[config.mk]
export PLATFORM = sky130hd
export DESIGN_NAME = eql_cmp_ser
export DESIGN_NICKNAME = d
export VERILOG_FILES = /design/src/rtl/eql_cmp_ser.sv
export SDC_FILE = /design/constraint.sdc
export NUM_CORES = 1
export LEC_CHECK = 0
export ABC_AREA = 0
export CAP_MARGIN = 10
export CORE_MARGIN = 2
export CORE_UTILIZATION = 43
export DETAILED_ROUTE_END_ITERATION = 8
export PLACE_DENSITY = 0.95
export SLEW_MARGIN = 15
export SYNTH_ARGS = -nofsm -noshare
export SYNTH_HDL_FRONTEND = slang
export SYNTH_SLANG_ARGS = --single-unit
[constraint.sdc]
create_clock -name clk -period 3.8 [get_ports clk]
set_clock_uncertainty 0.1 [all_clocks]
set_input_delay 0.57 -clock clk [delete_from_list [all_inputs] [get_ports clk]]
set_output_delay 0.57 -clock clk [all_outputs]
set_load 0.005 [all_outputs]
[src/rtl/eql_cmp_ser.sv]
// Serial masked equality comparator: compares CHUNK bits per clock, LSB chunk first, behind valid/ready handshakes.
// Optional macro EQL_CMP_SER_EARLY_EXIT_EN finishes at the first chunk that contains a mismatch.
module eql_cmp_ser #(
    parameter int unsigned WIDTH = 32,
    parameter int unsigned CHUNK = 8,
    localparam int unsigned N  = (CHUNK == 0 || CHUNK > WIDTH) ? 1 : WIDTH / CHUNK,
    localparam int unsigned CW = $clog2(N + 1)
) (
    input  logic             clk,
    input  logic             rst,
    input  logic             req_vld,
    output logic             req_rdy,
    input  logic [WIDTH-1:0] req_val,
    input  logic [WIDTH-1:0] req_rfr,
    input  logic [WIDTH-1:0] req_msk,
    output logic             rsp_vld,
    input  logic             rsp_rdy,
    output logic             rsp_eql,
    output logic [CW-1:0]    rsp_cnt
);

    if (CHUNK == 0) begin : g_chk_zero
        $error("eql_cmp_ser: CHUNK must be non-zero");
    end else if (WIDTH % CHUNK != 0) begin : g_chk_mult
        $error("eql_cmp_ser: WIDTH must be a multiple of CHUNK");
    end

    typedef enum logic [1:0] {
        IDLE = 2'd0,
        BUSY = 2'd1,
        DONE = 2'd2
    } state_t;

    state_t            state;
    state_t            state_nxt;
    logic [WIDTH-1:0]  diff_q;
    logic              acc_q;
    logic [CW-1:0]     cnt_q;
    logic [CW-1:0]     cnt_inc_c;
    logic              mismatch_c;
    logic              last_c;
    logic              fin_c;
    logic              xfer_c;

    // Only the masked difference is kept; it is shifted down one chunk per cycle.
    assign mismatch_c = |diff_q[CHUNK-1:0];
    assign cnt_inc_c  = cnt_q + CW'(1);
    assign last_c     = (cnt_q == CW'(N - 1));
`ifdef EQL_CMP_SER_EARLY_EXIT_EN
    assign fin_c      = last_c | mismatch_c;
`else
    assign fin_c      = last_c;
`endif
    assign req_rdy    = (state == IDLE) && !rst;
    assign xfer_c     = req_vld & req_rdy;
    assign rsp_vld    = (state == DONE);

    // State register
    always_ff @(posedge clk) begin
        if (rst) begin
            state <= IDLE;
        end else begin
            state <= state_nxt;
        end
    end

    // Next-state logic
    always_comb begin
        state_nxt = state;
        case (state)
            IDLE:    if (xfer_c) state_nxt = BUSY;
            BUSY:    if (fin_c) state_nxt = DONE;
            DONE:    if (rsp_rdy) state_nxt = IDLE;
            default: state_nxt = IDLE;
        endcase
    end

    // Datapath: capture, per-chunk accumulate, latch the response on completion
    always_ff @(posedge clk) begin
        if (rst) begin
            diff_q  <= '0;
            acc_q   <= 1'b0;
            cnt_q   <= '0;
            rsp_eql <= 1'b0;
            rsp_cnt <= '0;
        end else begin
            case (state)
                IDLE: begin
                    if (xfer_c) begin
                        diff_q <= (req_val ^ req_rfr) & req_msk;
                        acc_q  <= 1'b1;
                        cnt_q  <= '0;
                    end
                end
                BUSY: begin
                    diff_q <= diff_q >> CHUNK;
                    acc_q  <= acc_q & ~mismatch_c;
                    cnt_q  <= cnt_inc_c;
                    if (fin_c) begin
                        rsp_eql <= acc_q & ~mismatch_c;
                        rsp_cnt <= cnt_inc_c;
                    end
                end
                default: ;
            endcase
        end
    end

endmodule

==> results.toml <==
[sta]
rsz_0062_raised_after_global_routing = "no"
worst_slew_pin_slew_ps = 1110
setup_total_negative_slack_ps = 0
hold_viol = 0
maxClockFrequency_mhz = 407
slew_headroom_pct = 25.6
post-route-period-util_pct = 64.7
report.final.setup_viol = 0
slew_viol_final = 0
fin_crit_ps = 2460

[route]
highest-signal-layer = "met4"
drt-pass1-iter-count = 4
drtAntennaViolNets = 0
routedWlPerCell_um = 14.0
via_density_per_instance = 5.36
drtIter0Drc = 73
route.met3.wl_um = 295
wl_met2_mm = 2.90
detail_route.wirelength_mm = 5.38
wl_met1_mm = 2.06
drc = 0
vias = 2057

[pwr]
p_leak_nw = 1.14
net_switching_uw = 273
power.density_mw_per_mm2 = 335
combinational_fraction_of_design_power_pct = 21.8
power.internal_uw = 799
worst_supply_voltage_drop_on_vdd_v = 0.000245
clock_group_share_of_total_power_pct = 33.3
sw_frac_of_total_pct = 25.4
total_power_mw = 1.07
pwr-share-seq_pct = 44.9

[job]
max_cap_violations = 0

[cts]
tritoncts.num_buffers = 5
clk_pin_slew_ps = 80
worst_skew_pair.late_latency_ps = 290
cts.repair_timing.setup_buffer_count = 0
ctsResizeCount = 0
ctsHoldBuffers = 0
htree_num_levels = 2
cts_root_buf = "sky130_fd_sc_hd__clkbuf_8"
maximum_root_to_sink_buffer_count = 2
cts.sink_count = 42
cts_tree = "done"

[synthesis]
ys_types = 31
post_synth_inst_count = 232
synth_seq_cells = 42
async_reset_ff_share_pct = 0
yosys_warnings = 0
top_ff_cell_synth = "sky130_fd_sc_hd__dfxtp_1"
synth_nets = 334
syn_avg_cell_area_um2 = 8.97
synth_enable_flop_cells = 0
ys_seq_area_share_pct = 40.4
summed_instance_area_of_the_synthesized_netlist_mm2 = 0.00208

[outcome]
status = "completed"

[floorplan]
floorplan.die.width_um = 73.6
floorplan.initialDensity_pct = 44.3
fp.coreArea_mm2 = 0.00469
top_level_ports = 106
placementRows = 25
die_height_um = 73.6
fp.dieArea_mm2 = 0.00541

[grt]
grt.total_usage_pct = 20.8
grt_max_degree = 46
antenna_found_initial = 0
grt_pass1_wl_mm = 8.78
first_global_vias = 2005
gr-total-overflow = 0

[place]
detailed_place_hpwl_mm = 3.99
port_bufs = 105
gp_congestion = 0.806

[cells_and_area]
area_delta_synth_final_pct = 53.6
nets = 431
layout-drive-gt1-share_pct = 4.85
fillCellCount = 362
antennaDiodeCount = 0

[setup_path]
rr_startpoint = "state[0]"
timing.critical_path.to_type = "output pin"
data_required_time_of_the_critical_path_ps = 3130
arrival_ps = 1790
rrSetupSlack_ps = 1640
timing.setup.critical_path_class = "in2out"
worst-path-max-fanout = 45
worstSetupStartpointType = "primary input"
crit-reg2reg-capture = "rsp_cnt[0]"
timing.reg2reg.worst_path_depth = 4
critical_path.endpoint = "req_rdy"
critical_path.startpoint = "rst"

[min_path]
worstHoldPathType = "reg2reg"
hold_path.startpoint = "diff_q[11]"
[flip-flops by register name, summed over array words and instances, names as in the netlist]
name	cells
rsp_cnt	3
cnt_q	3
state	2
diff_q	32
rsp_eql	1
acc_q	1
[metal layers]
metal | up-vias | global-route usage (%)
met3 | 14 | 5.21
met5 | - | 0
met2 | 78 | 36.4
li1 | 1023 | -
met1 | 942 | 23.5
met4 | 0 | 9.70
[cell type report]
type / count / area [um^2] / area share, %
tap: 54 / 67.6 / 2.11
inverter: 1 / 3.75 / 0.117
clock inverter: 3 / 45.0 / 1.41
clock buffer: 5 / 68.8 / 2.15
sequential: 42 / 841 / 26.3
multi-input combinational: 174 / 1120 / 35.2
timing repair buffer: 105 / 1050 / 32.7
[placed cells by master, fill, tap and decap left out, drive strengths merged]
master           n
clkbuf           5
xor2            32
nor2b            2
and2             1
ha               2
nand4b           1
nand3           15
a22oi            1
nor4             1
bufinv           1
clkdlybuf4s50  104
nor2            30
dfxtp           42
a32oi           17
clkinvlp         2
buf              1
a21oi           13
nand2b           3
nor3             3
inv              1
nand2           28
and2b            1
a211oi           5
or2b             1
a311oi          15
o21bai           1
o21ba            1
or2              1
[synth_stat cells (2+ instances only)]
cell type | n | area [um^2]
sky130_fd_sc_hd__dfxtp_1 | 42 | 841
sky130_fd_sc_hd__xor2_1 | 32 | 280
sky130_fd_sc_hd__nor2_1 | 30 | 113
sky130_fd_sc_hd__nand2_1 | 27 | 101
sky130_fd_sc_hd__a32oi_1 | 17 | 149
sky130_fd_sc_hd__a311oi_1 | 15 | 131
sky130_fd_sc_hd__nand3_1 | 15 | 75.1
sky130_fd_sc_hd__a21oi_1 | 13 | 65.1
sky130_fd_sc_hd__a211oi_1 | 5 | 37.5
sky130_fd_sc_hd__buf_4 | 5 | 37.5
sky130_fd_sc_hd__clkbuf_1 | 4 | 15.0
sky130_fd_sc_hd__buf_6 | 3 | 33.8
sky130_fd_sc_hd__buf_2 | 2 | 10.0
sky130_fd_sc_hd__ha_1 | 2 | 25.0
sky130_fd_sc_hd__nand2b_1 | 2 | 12.5
sky130_fd_sc_hd__nor2b_2 | 2 | 17.5
sky130_fd_sc_hd__nor3_1 | 2 | 10.0
[cells by family (layout without fill, tap and decap cells)]
logic type                 after synthesis  after routing  synth area share (%)
adders and majority gates                2              2                  1.20
xor gates and xnor gates                32             32                  13.5
AOI/OAI and AO/OA                       53             53                  19.8
DFF                                     42             42                  40.4
buffers and inverters                   16            114                  5.53
and+or+nand+nor                         87             87                  19.6
[through the flow]
stage,instance area [um^2],util (%),std cells,worst slack (ps),hold WS [ps]
2_1_floorplan,2080,-,232,2050,332
3_3_place_gp,3080,65.7,376,1360,338
3_5_place_dp,3080,65.7,376,1330,348
4_1_cts,3200,68.1,384,1370,357
5_1_grt,3200,68.1,384,1290,370
6_report,3200,68.1,384,1340,358
[power by group through the flow]
stage                     Sequential [mW]  Combinational (mW)  Clock, mW
final                               0.481               0.233      0.357
after global routing                0.485               0.256      0.377
after CTS                           0.481               0.235      0.358
after detailed placement            0.491               0.233          0
after global placement              0.489               0.227          0
after floorplan                     0.487               0.115          0
[critical path, cell delays in order]
cell and delay (ps):
sky130_fd_sc_hd__buf_2 610, sky130_fd_sc_hd__nor3_1 90, sky130_fd_sc_hd__clkdlybuf4s50_1 470
[worst min-delay path by stage]
stage	slack, ps	end	cells past startpoint
CTS	360	diff_q[17]	2
floorplan	330	diff_q[11]	2
finish	360	diff_q[11]	2
global route	370	diff_q[23]	2
detailed placement	350	diff_q[17]	2
global placement	340	diff_q[17]	2
(Power assumes the default switching activity.)
